**config.mk**
```make
export PLATFORM = sky130hd
export DESIGN_NAME = pipe_hazard_ctrl
export DESIGN_NICKNAME = d
export VERILOG_FILES = /design/src/rtl/pipe_hazard_ctrl.sv
export SDC_FILE = /design/constraint.sdc
export NUM_CORES = 1
export LEC_CHECK = 0
export BUFFER_PORTS_ARGS = -buffer_cell sky130_fd_sc_hd__buf_2
export CELL_PAD_IN_SITES_DETAIL_PLACEMENT = 0
export CELL_PAD_IN_SITES_GLOBAL_PLACEMENT = 1
export CORE_MARGIN = 2
export CORE_UTILIZATION = 23
export DETAILED_ROUTE_END_ITERATION = 16
export PLACE_DENSITY = 0.77
export SLEW_MARGIN = 20
export SYNTH_ARGS = -nofsm -noshare
export SYNTH_HDL_FRONTEND = slang
export SYNTH_SLANG_ARGS = --single-unit
```
**constraint.sdc**
```tcl
create_clock -name i_clk -period 1.7 [get_ports i_clk]
set_input_delay 0.17 -clock i_clk [delete_from_list [all_inputs] [get_ports i_clk]]
set_output_delay 0.17 -clock i_clk [all_outputs]
set_load 0.01 [all_outputs]
```
**src/rtl/pipe_hazard_ctrl.sv**
```systemverilog
// pipe_hazard_ctrl: central stall/flush controller for the 5-stage pipeline.
// Resolves load-use hazards, taken-branch flushes, multi-cycle divide
// occupancy of EX and data-memory wait states.
// Optional feature: define PIPE_STALL_CNT_EN to build the 32-bit saturating
// stall-cycle counter; otherwise o_stall_cycles is tied to zero.
module pipe_hazard_ctrl #(
  parameter int REG_ADDR_W = 5,
  parameter int DIV_CYCLES = 32
) (
  input  logic                  i_clk,
  input  logic                  i_rst,
  input  logic [REG_ADDR_W-1:0] i_id_rs,
  input  logic [REG_ADDR_W-1:0] i_id_rt,
  input  logic [REG_ADDR_W-1:0] i_ex_rt,
  input  logic                  i_ex_mem_read,
  input  logic                  i_ex_div_start,
  input  logic                  i_id_branch_taken,
  input  logic                  i_mem_req,
  input  logic                  i_mem_ready,
  output logic                  o_pc_en,
  output logic                  o_ifid_en,
  output logic                  o_idex_en,
  output logic                  o_exmem_en,
  output logic                  o_memwb_en,
  output logic                  o_ifid_clr,
  output logic                  o_idex_clr,
  output logic                  o_exmem_clr,
  output logic                  o_memwb_clr,
  output logic                  o_div_busy,
  output logic                  o_div_done,
  output logic [31:0]           o_stall_cycles
);

  localparam int CNT_W = $clog2(DIV_CYCLES);
  localparam logic [CNT_W-1:0] CNT_START = CNT_W'(DIV_CYCLES - 2);

  typedef enum logic {ST_RUN, ST_DIV} state_t;
  typedef enum logic [2:0] {
    M_NORMAL, M_FLUSH, M_LOADUSE, M_DIVSTALL, M_MEMSTALL, M_RESET
  } mode_t;

  state_t           r_state;
  logic [CNT_W-1:0] r_cnt;
  logic             w_mem_stall;
  logic             w_load_use;
  mode_t            w_mode;

  assign w_mem_stall = i_mem_req & ~i_mem_ready;
  assign w_load_use  = i_ex_mem_read & (i_ex_rt != '0) &
                       ((i_ex_rt == i_id_rs) | (i_ex_rt == i_id_rt));

  // Pick the pipeline response for this cycle from state, count and hazards.
  always_comb begin
    w_mode     = M_NORMAL;
    o_div_done = 1'b0;
    if (i_rst) begin
      w_mode = M_RESET;
    end else if (r_state == ST_DIV) begin
      if (w_mem_stall) begin
        w_mode = M_MEMSTALL;
      end else if (r_cnt != '0) begin
        w_mode = M_DIVSTALL;
      end else begin
        w_mode     = M_NORMAL;
        o_div_done = 1'b1;
      end
    end else begin
      if (w_mem_stall)            w_mode = M_MEMSTALL;
      else if (i_ex_div_start)    w_mode = M_DIVSTALL;
      else if (w_load_use)        w_mode = M_LOADUSE;
      else if (i_id_branch_taken) w_mode = M_FLUSH;
      else                        w_mode = M_NORMAL;
    end
  end

  assign o_div_busy = (r_state == ST_DIV) & ~i_rst;

  // Translate the chosen mode into register enables and clears.
  always_comb begin
    o_pc_en     = 1'b0;
    o_ifid_en   = 1'b0;
    o_idex_en   = 1'b0;
    o_exmem_en  = 1'b0;
    o_memwb_en  = 1'b0;
    o_ifid_clr  = 1'b0;
    o_idex_clr  = 1'b0;
    o_exmem_clr = 1'b0;
    o_memwb_clr = 1'b0;
    case (w_mode)
      M_NORMAL: begin
        o_pc_en    = 1'b1;
        o_ifid_en  = 1'b1;
        o_idex_en  = 1'b1;
        o_exmem_en = 1'b1;
        o_memwb_en = 1'b1;
      end
      M_FLUSH: begin
        o_pc_en    = 1'b1;
        o_ifid_en  = 1'b1;
        o_idex_en  = 1'b1;
        o_exmem_en = 1'b1;
        o_memwb_en = 1'b1;
        o_ifid_clr = 1'b1;
      end
      M_LOADUSE: begin
        o_exmem_en = 1'b1;
        o_memwb_en = 1'b1;
        o_idex_clr = 1'b1;
      end
      M_DIVSTALL: begin
        o_memwb_en  = 1'b1;
        o_exmem_clr = 1'b1;
      end
      M_MEMSTALL: begin
        o_memwb_clr = 1'b1;
      end
      default: begin
        o_ifid_clr  = 1'b1;
        o_idex_clr  = 1'b1;
        o_exmem_clr = 1'b1;
        o_memwb_clr = 1'b1;
      end
    endcase
  end

  // Divide occupancy tracking; memory stalls still let the divider progress.
  always_ff @(posedge i_clk) begin
    if (i_rst) begin
      r_state <= ST_RUN;
      r_cnt   <= '0;
    end else if (r_state == ST_RUN) begin
      if (!w_mem_stall && i_ex_div_start) begin
        r_state <= ST_DIV;
        r_cnt   <= CNT_START;
      end
    end else begin
      if (w_mem_stall) begin
        if (r_cnt != '0) r_cnt <= r_cnt - 1'b1;
      end else if (r_cnt != '0) begin
        r_cnt <= r_cnt - 1'b1;
      end else begin
        r_state <= ST_RUN;
      end
    end
  end

`ifdef PIPE_STALL_CNT_EN
  logic [31:0] r_stall_cycles;

  // Count non-reset cycles in which the PC was held, saturating at all-ones.
  always_ff @(posedge i_clk) begin
    if (i_rst) begin
      r_stall_cycles <= '0;
    end else if (!o_pc_en && (r_stall_cycles != 32'hFFFF_FFFF)) begin
      r_stall_cycles <= r_stall_cycles + 32'd1;
    end
  end

  assign o_stall_cycles = r_stall_cycles;
`else
  assign o_stall_cycles = '0;
`endif

endmodule

```
# Yosys cells after proc, flatten, opt, wreduce, memory -nomap -nowiden
# Index checks and enable logic that the tools add are counted.
[totals] register_bits=6 output_inout_bits=43 input_bits=22 word_cells=56
[op_classes] n_eq_ne=7 reduce_logical=13 mux=26 addsub=1 bitwise_logic=7
[op_table] operator="$mux W1" count=16
[op_table] operator="$reduce_or A4 Y1" count=4
[op_table] operator="$mux W5" count=3
[op_table] operator="$mux W3" count=4
[op_table] operator="$eq A5 B5 Y1" count=2
[op_table] operator="$reduce_bool A5 Y1" count=2
[op_table] operator="$eq A3 B2 Y1 const B" count=2
[op_table] operator="$mux W2" count=3
[op_table] operator="$sub A5 B1 Y5 const B" count=1
[op_table] operator="$and A1 B1 Y1" count=4
[op_table] operator="$eq A3 B1 Y1 const B" count=1
[op_table] operator="$eq A3 B3 Y1 const B" count=1
[op_table] operator="$logic_not A3 Y1" count=1
[op_table] operator="$reduce_or A3 Y1" count=1
[op_table] operator="$ne A2 B1 Y1 const B" count=1
[op_table] operator="$not A1 Y1" count=2
[op_table] operator="$reduce_and A2 Y1" count=1
[op_table] operator="$reduce_bool A2 Y1" count=1
[op_table] operator="$reduce_or A2 Y1" count=1
[op_table] operator="$logic_and A1 B1 Y1" count=1
[op_table] operator="$logic_not A1 Y1" count=1
[op_table] operator="$or A1 B1 Y1" count=1

# Logic depth before layout (Yosys ltp)
# Gate-level depths: netlist of run 1.
[logic_depth] word_depth=11 mapped_depth=8 depth_no_buf=6

# Least setup slack after synthesis of run 1
# OpenSTA, ideal clock, no wires.
[synth_timing] path_kind="register to output" startpoint="register r_cnt[0]" endpoint="output port o_ifid_en" slack_ns=-0.238 required_time_ns=1.530 path_stages_with_launch=9 arrival_time_ns=1.768 cell_sequence="dfxtp_1 inv_1 ha_1 or4b_4 buf_6 nand2_4 and3_1 o31a_1 buf_4"
[synth_via] elab_chain_len=8 elab_cells_between_ends=9
[synth_rtl] item="start, declared" line_no="43" text="logic [CNT_W-1:0] r_cnt;"
[synth_rtl] item="start signal, assigned" line_no="138" text="if (r_cnt != '0) r_cnt <= r_cnt - 1'b1;"
[synth_rtl] item="start signal, assigned" line_no="140" text="r_cnt <= r_cnt - 1'b1;"
[synth_rtl] item="$reduce_bool A5 Y1 *" line_no="61" text="end else if (r_cnt != '0) begin"
[synth_rtl] item="$mux W2 *" line_no="61"
[synth_rtl] item="$mux W3 *" line_no="59" text="if (w_mem_stall) begin"
[synth_rtl] item="$mux W3 *" line_no="58" text="end else if (r_state == ST_DIV) begin"
[synth_rtl] item="$mux W3 *" line_no="56" text="if (i_rst) begin"
[synth_rtl] item="$eq A3 B1 Y1 / $logic_not A3 Y1 (equally long branches)"
[synth_rtl] item="$reduce_or A2 Y1 (no source line) *"
[synth_rtl] item="$mux W1 *"
[synth_rtl] item="end, declared" line_no="21" text="output logic o_ifid_en,"
# Mark *: on every way between the ends. The rest lies on a longest branch, timed or not.

# Worst setup path after layout of run 1
[layout_timing] startpoint="register r_cnt[0]" endpoint="output port o_pc_en"
[layout_via] elab_chain_len=8 elab_cells_between_ends=9
[layout_rtl] item="$reduce_bool A5 Y1 *" line_no="61"
[layout_rtl] item="$mux W2 *" line_no="61"
[layout_rtl] item="$mux W3 *" line_no="59"
[layout_rtl] item="$mux W3 *" line_no="58"
[layout_rtl] item="$mux W3 *" line_no="56"
[layout_rtl] item="$eq A3 B1 Y1 / $logic_not A3 Y1 (equally long branches)" line_no="89" text="case (w_mode)"
[layout_rtl] item="$reduce_or A2 Y1 (no source line) *"
[layout_rtl] item="$mux W1 *" line_no="89"
[layout_rtl] item="end, declared" line_no="20" text="output logic o_pc_en,"
# Marked as above.

==> results_dict.tcl, run 1 <==
set metrics [dict create \
    die_area_um2 3960 \
    rsz0062_at_grt "true" \
    critPathMaxStageDelay_ns 0.47 \
    via_per_inst 3.64 \
    leakage_nw 0.499 \
    min_period_over_period_pct 115 \
    die_w_um 63.0 \
    clock.fmax_ghz 0.511 \
    vias 674 \
    max-vdd-ir-drop_mv 0.226 \
    setup_viol 6 \
    cellPowerDensity_nw_per_um2 609 \
    synth_cell_types 29 \
    worst_path_max_delay_cell "or4b_4" \
    syn_inst 102 \
    dpl.hpwl_mm 1.40 \
    io_buffers 32 \
    num_rows 21 \
    core_area_um2 3340 \
    cts_made_buffers 3 \
    htree_levels 1 \
    status "finished, violations left" \
    fin_setup_tns_ns -1.12 \
    drt-initial-drc-count 1 \
    gp_congestion 0.763 \
    critPathKind "register to output pin" \
    n_antenna_cell 0 \
    ys_seq_elements 6 \
    clockBufferDepth 2 \
    first_pass_iters 2 \
    clock_sinks 6 \
    cts_tree "yes" \
    grt_max_degree 11 \
    regArea_um2 121 \
    gr-total-overflow 0 \
    drc 0 \
    multi_input_area_um2 522 \
    worstPathCellList "inv_2 > ha_4 > or4b_4 > nand2_4 > and3_4 > o31a_1 > buf_2" \
    io_pins 65 \
    worstSetupEndpointType "output pin" \
    slew_violations 0 \
    ant_nets 0 \
    post-route-min-period_ns 1.96 \
    yosys_warnings 0 \
    hold_class "primary input to register" \
    ys_seq_area_share_pct 15.0 \
    cp_max_fo 3 \
    final_hold_viol_count 0 \
    clock_latency_ns 0.24 \
    regToRegSetupSlack_ns 0.06 \
    violations "negative setup slack" \
    path_clk_slew_ns 0.04 \
    drt-total-wl_mm 1.58 \
    clockRootBuffer "clkbuf_4" \
    drive_gt1_share_pct 39.6 \
    grt_pass1_vias 589 \
    drv_cap 0 \
    initial_core_util_pct 24.0 \
    holdBufCountCts 0 \
    finalClockSkew_ns 0.00240 \
    die_h_um 63.0 \
    start_kind "register" \
    layout_common_cells "32 x conb_1, 32 x buf_2, 13 x xor2_1" \
    worstPathRequired_ns 1.53 \
    setup_slack_ns -0.258 \
    cp.arrival_ns 1.79 \
    nFillCells 384 \
    netlist_area_um2 800 \
    synth.avg_cell_area_um2 7.84 \
    area_delta_synth_final_pct 21.3 \
    detail_route.wl_per_cell_um 8.53 \
    antenna_found_initial 0 \
    grt_usage_pct 7.52 \
    fin_nets 165 \
    grt_pass1_wl_mm 2.37 \
    place_ws_ns -0.0291 \
]
[power breakdown]
part	switching (mW)	internal [mW]	total (mW)	leakage, nW
logic	0.158	0.132	0.289	0.435
registers	0.0147	0.161	0.175	0.0503
clock network	0.0465	0.0795	0.126	0.0138
[cells in the mapped netlist]
| library cell | n | share of area, % |
|---|---|---|
| o21ai_0 | 3 | 1.9 |
| nor2b_1 | 2 | 1.6 |
| buf_4 | 34 | 32 |
| nand3_1 | 4 | 2.5 |
| ha_1 | 2 | 3.1 |
| a311oi_2 | 1 | 1.9 |
| nor3b_1 | 1 | 0.94 |
| nand2_4 | 1 | 1.4 |
| dfxtp_1 | 6 | 15 |
| nor3_1 | 3 | 1.9 |
| or4b_4 | 1 | 1.7 |
| nand4_1 | 1 | 0.78 |
| inv_1 | 5 | 2.3 |
| buf_6 | 1 | 1.4 |
| or3_1 | 1 | 0.78 |
| o211ai_1 | 1 | 0.94 |
| o31ai_1 | 1 | 0.94 |
| nor2_1 | 4 | 1.9 |
| o31a_1 | 2 | 2.2 |
| and3_1 | 1 | 0.78 |
| xor2_1 | 13 | 14 |
| conb_1 | 1 | 0.47 |
| clkbuf_1 | 3 | 1.4 |
| nand2b_1 | 1 | 0.78 |
| and3_4 | 1 | 1.4 |
| or4_1 | 1 | 0.94 |
| or2_2 | 1 | 0.78 |
| a21oi_1 | 5 | 3.1 |
| a22oi_1 | 1 | 0.94 |
[sequential cells by signal, summed over array words and instances (netlist names)]
register	flops
r_state	1
r_cnt	5
[path summary, 6_finish.rpt]
check	startpoint	to	cells past startpoint
worst max-delay path	r_cnt[0]	o_pc_en	7
worst min-delay path	i_rst	r_cnt[1]	2
worst max register to register	r_cnt[0]	r_cnt[1]	6
worst min register to register	r_state	r_state	2
[cell families (layout without fill, tap and decap cells)]
family,count (synthesis),count (layout),share of synthesized area (%)
xor+xnor,13,13,14.2
flops,6,6,15.0
other cells,1,32,0.469
fa+ha+maj,2,2,3.13
simple gates,23,23,18.2
compound gates,14,14,11.9
buf+inv,43,49,37.1
[area by class of cell]
| class | count | share of cell area, % |
|---|---|---|
| Multi-Input combinational cell | 84 | 53.8 |
| Timing Repair Buffer | 41 | 23.5 |
| Sequential cell | 6 | 12.5 |
| Tap cell | 46 | 5.94 |
| Clock buffer | 3 | 2.32 |
| Inverter | 5 | 1.94 |
[metal layers]
layer	up-vias	global-route usage (%)	wire [µm]
met3	0	1.80	180
met1	286	7.59	578
met4	0	4.17	0
met2	41	14.0	820
li1	347	-	-
met5	-	0	0
[worst max-delay path: cells and delay by family (launching register included)]
kind / cells / cell delay (ns)
DFF: 1 / 0.31
and+or+nand+nor: 3 / 0.72
buffers and inverters: 2 / 0.22
adders and majority gates: 1 / 0.12
AOI/OAI and AO/OA: 1 / 0.17
[timing repair]
| item | 4_1_cts | 5_1_grt |
|---|---|---|
| setup buffers | 1 | 1 |
| endpoints found under the setup margin | 6 | 9 |
| gates resized for setup | 1 | 2 |
| pin swaps | 1 | 0 |
[through the flow]
stage	power (mW)	area, µm²	std cells	util (%)	hold slack [ns]
6_report	0.591	970	185	29.1	0.236
4_1_cts	0.597	965	186	28.9	0.230
5_1_grt	0.634	970	185	29.1	0.259
2_1_floorplan	0.421	922	133	-	0.457
3_5_place_dp	0.460	930	182	27.9	0.484
3_3_place_gp	0.459	930	182	27.9	0.480
Power figures use the tool's default switching activity.
==> inputs of run 2 (changes only) <==
Settings changed: CTS_BUF_LIST set to sky130_fd_sc_hd__clkbuf_8.
==> run 2 against run 1 <==
  * The flow still finishes with violations (negative setup slack)
  * Total power up 16%
  * Sequential cell count unchanged
  * Non-clock buffer count up 1
  * Critical path type unchanged
==> results_dict.tcl, run 2 (synthesized netlist as in run 1, its figures left out) <==
set metrics [dict create \
    cts_made_buffers 3 \
    use_met3_pct 1.80 \
    place_ws_ns -0.0291 \
    cp.arrival_ns 1.77 \
    timing.rr.end "r_cnt[1]" \
    grt_max_degree 11 \
    top_regs "r_cnt: 5 flops, r_state: 1 flops" \
    min_to "r_cnt[1]" \
    fin_area_um2 1000 \
    final_util_pct 30.0 \
    io_buffers 32 \
    die_w_um 63.0 \
    clockRootBuffer "clkbuf_8" \
    min_period_over_period_pct 114 \
    leakage_nw 0.511 \
    grt_most_used_layer "met2" \
    status "finished, violations left" \
    fin_nets 166 \
    slew_violations 0 \
    path_clk_slew_ns 0.03 \
    antenna_found_initial 0 \
    cellPowerDensity_nw_per_um2 684 \
    p_int_uw 449 \
    core_area_um2 3340 \
    grt_pass1_wl_mm 2.35 \
    rsz0062_at_grt "true" \
    htree_levels 1 \
    switching_share_pct 34.2 \
    largest_reg_flops 5 \
    met1_usage_pct 7.48 \
    seq_power_share_pct 25.7 \
    first_pass_iters 1 \
    die_area_um2 3960 \
    p_clk_share_pct 31.0 \
    drt-initial-drc-count 0 \
    area_delta_synth_final_pct 25.0 \
    start_kind "register" \
    violations "negative setup slack" \
    cts_tree "yes" \
    n_antenna_cell 0 \
    power_switching_uw 234 \
    clock_sinks 6 \
    share_comb_of_total_power_pct 43.2 \
    setup_slack_ns -0.244 \
    final_hold_viol_count 0 \
    regToRegSetupSlack_ns 0.06 \
    via_per_inst 3.66 \
    layout_common_cells "32 x conb_1, 32 x buf_2, 13 x xor2_1" \
    post-route-min-period_ns 1.94 \
    grt_usage_pct 7.67 \
    top_register "r_cnt" \
    cp_max_fo 3 \
    power_uw 683 \
    drc 0 \
    gp_congestion 0.763 \
    gr-total-overflow 0 \
    worstPathRequired_ns 1.53 \
    ant_nets 0 \
    rr_startpoint "r_cnt[0]" \
    die_h_um 63.0 \
    hold_depth 2 \
    critPathKind "register to output pin" \
    crit_buf_inv 2 \
    max-vdd-ir-drop_mv 0.279 \
    worst_path_max_delay_cell "or4b_4" \
    worstPathCellList "inv_2 > ha_4 > or4b_4 > nand2_4 > and3_4 > o31a_1 > buf_2" \
    drt-total-wl_mm 1.59 \
    dpl.hpwl_mm 1.40 \
    drive_gt1_share_pct 40.0 \
    use_met2_pct 13.8 \
    worstSetupEndpointType "output pin" \
    io_pins 65 \
    clock_latency_ns 0.22 \
    detail_route.wl_per_cell_um 8.56 \
    min-delay-start "i_rst" \
    drv_cap 0 \
    clock.fmax_ghz 0.514 \
    rr_worst_depth 6 \
    finalClockSkew_ns 0.000980 \
    vias 680 \
    placed_area_um2 930 \
    cpLargestDelayFamily "simple AND/OR/NAND/NOR gates" \
    setup_viol 6 \
    initial_core_util_pct 24.0 \
    grt_pass1_vias 590 \
    clockBufferDepth 2 \
    num_rows 21 \
    critPathMaxStageDelay_ns 0.47 \
    hold_class "primary input to register" \
]
[run 2: cell count changes in the layout (fill, tap and decap cells not counted)]
cell | before | now
clkbuf_4 | 3 | 0
clkbuf_8 | 0 | 3
buf_6 | 0 | 1
[run 2: cell type report]
cell class              count  area, µm²
fillers                   382       2340
well taps                  46       57.6
inverters                   5       18.8
clock buffers               3       41.3
multi-input cells          84        522
flip-flops and latches      6        121
repair buffers             42        239
[run 2: power by group through the flow]
stage | Clock, mW | Sequential (mW) | Combinational (mW)
floorplan | 0 | 0.175 | 0.246
global placement | 0 | 0.178 | 0.281
detailed placement | 0 | 0.178 | 0.282
CTS | 0.218 | 0.176 | 0.286
global route | 0.222 | 0.179 | 0.328
finish | 0.212 | 0.176 | 0.296
[run 2: layer usage]
layer  up-vias  part of all wire [%]
li1        347                     -
met1       290                    36
met2        41                    51
met3         2                    11
met4         0                   1.3
met5         -                     0
[run 2: metrics by stage]
step                      hold WS (ns)  std cells  TNS, ns
after floorplan                  0.457        133   -0.375
after global placement           0.480        182        0
after detailed placement         0.484        182  -0.0855
after CTS                        0.249        185    -1.14
after global routing             0.273        186    -1.47
final                            0.249        186    -1.09
[run 2: worst max path at each step]
stage,slack [ns],start,cells past startpoint,end
after global placement,0.02,r_cnt[0],7,o_idex_en
final,-0.24,r_cnt[0],7,o_pc_en
after floorplan,-0.17,r_cnt[0],8,o_ifid_en
after CTS,-0.26,r_cnt[0],7,o_idex_en
after global routing,-0.31,r_cnt[0],7,o_pc_en
after detailed placement,-0.03,r_cnt[0],7,o_pc_en
[run 2: timing repair]
item,CTS,global route
gates resized for setup,1,3
buffers inserted,0,1
hold buffers,0,0
pin swaps,1,1
setup endpoints to repair,6,9
==> inputs of run 3 (changes only) <==
Settings changed: CTS_BUF_LIST sky130_fd_sc_hd__clkbuf_8 to not set, SETUP_SLACK_MARGIN set to 0.3.
==> run 3 against run 2 <==
  * The run still ends with negative setup slack left
  * Wire length up 11%
  * Final cell count increased by 1.1%
  * Clock-buffer cell count unchanged
  * Worst hold slack got worse by 0.023 ns
  * Clock skew increased by 0.0056 ns
  * Setup slack lost 0.0011 ns
  * Sequential power about the same
  * Cell area shrank 0.38%
  * Non-clock buffer count is 2 higher
  * Sequential share of layout area rose by 0.30 points
  * Critical endpoint is now o_idex_en
==> results_dict.tcl, run 3 (synthesized netlist as in run 1, its figures left out) <==
set metrics [dict create \
    status "finished, violations left" \
    violations "negative setup slack" \
    fin_nets 168 \
    grt_pass1_wl_mm 2.60 \
    drt-total-wl_mm 1.77 \
    drv_cap 0 \
    worstPathRequired_ns 1.53 \
    antenna_found_initial 0 \
    path_clk_slew_ns 0.05 \
    via_per_inst 3.79 \
    num_rows 21 \
    cp.arrival_ns 1.77 \
    whs_ns 0.226 \
    max-vdd-ir-drop_mv 0.198 \
    min_period_over_period_pct 114 \
    nFillCells 393 \
    post-route-min-period_ns 1.94 \
    critPathKind "register to output pin" \
    ant_nets 0 \
    cellPowerDensity_nw_per_um2 628 \
    area_delta_synth_final_pct 24.6 \
    layout_commonest_cell "conb_1" \
    grt_pass1_vias 606 \
    setup_viol 6 \
    final_util_pct 29.8 \
    top_register "r_cnt" \
    rsz0062_at_grt "true" \
    slew_violations 0 \
    htree_levels 1 \
    leakage_nw 0.512 \
    clock.fmax_ghz 0.514 \
    largest_reg_flops 5 \
    gr-total-overflow 0 \
    clock_sinks 6 \
    finalClockSkew_ns 0.00660 \
    layout_common_cells "32 x conb_1, 31 x buf_2, 13 x xor2_1" \
    n_antenna_cell 0 \
    die_h_um 63.0 \
    die_area_um2 3960 \
    clock_latency_ns 0.26 \
    cts_made_buffers 3 \
    clockBufferDepth 2 \
    setup_slack_ns -0.245 \
    clockRootBuffer "clkbuf_4" \
    grt_usage_pct 8.54 \
    die_w_um 63.0 \
    grt_max_degree 11 \
    holdBufCountCts 0 \
    worstSetupEndpointType "output pin" \
    io_buffers 32 \
    detail_route.wl_per_cell_um 9.43 \
    first_pass_iters 2 \
    final_hold_viol_count 0 \
    top_regs "r_cnt: 5 flops, r_state: 1 flops" \
    cts_tree "yes" \
    regToRegSetupSlack_ns 0.08 \
    io_pins 65 \
    start_kind "register" \
    drive_gt1_share_pct 42.3 \
    dpl.hpwl_mm 1.42 \
    initial_core_util_pct 24.0 \
    vias 712 \
    drt-initial-drc-count 4 \
    drc 0 \
    hold_class "primary input to register" \
    cp_max_fo 3 \
    core_area_um2 3340 \
    gp_congestion 0.795 \
]
[run 3: cell types whose count changed in the layout (fill, tap and decap cells not counted), sizes merged]
| cell | previous run | this run |
|---|---|---|
| buf | 42 | 44 |
[run 3: layout make-up]
class                           count  area [µm²]  share of cell area [%]
Clock buffer                        3        22.5                    2.26
Inverter                            5        18.8                    1.88
Multi-Input combinational cell     84         513                    51.5
Sequential cell                     6         124                    12.4
Tap cell                           46        57.6                    5.78
Timing Repair Buffer               44         260                    26.1
[run 3: what timing repair did]
| action | CTS | global route |
|---|---|---|
| setup buffers | 2 | 2 |
| gates resized for setup | 3 | 4 |
| pin swaps | 1 | 1 |
| endpoints found under the setup margin | 14 | 15 |
[run 3: path summary, 6_finish.rpt]
path            start         to  cells past startpoint
max          r_cnt[1]  o_idex_en                      7
min             i_rst   r_cnt[1]                      2
min reg2reg  r_cnt[4]   r_cnt[4]                      2
max reg2reg  r_cnt[1]   r_cnt[1]                      6
[run 3: critical path: stages, from the launching register on]
cell and delay (ns):
dfxtp_2 0.32, inv_2 0.05, ha_1 0.12, or4b_4 0.48
nand2_4 0.08, and3_4 0.17, o31a_1 0.16, buf_2 0.14
[run 3: layer usage]
metal / global-route usage, % / share of wire, % / vias up
met2: 15.2 / 52 / 44
met5: 0 / 0 / -
met3: 2.34 / 10 / 4
met1: 8.91 / 36 / 312
met4: 5.00 / 2.3 / 0
li1: - / - / 352
[run 3: where the power goes]
part | internal [mW] | total [mW] | switching (mW) | leakage, nW
registers | 0.162 | 0.176 | 0.0144 | 0.0508
clock network | 0.0807 | 0.144 | 0.0632 | 0.0138
logic | 0.145 | 0.306 | 0.161 | 0.447
total | 0.387 | 0.625 | 0.239 | 0.512
[run 3: per-stage QoR]
step	area, µm²	cells	power (mW)	worst slack, ns	TNS [ns]
finish	996	188	0.625	-0.245	-1.25
global route	996	188	0.669	-0.311	-1.60
CTS	967	186	0.616	-0.251	-1.24
detailed placement	922	181	0.457	0.0131	0
global placement	922	181	0.457	0.0289	0
floorplan	922	133	0.420	-0.175	-0.375
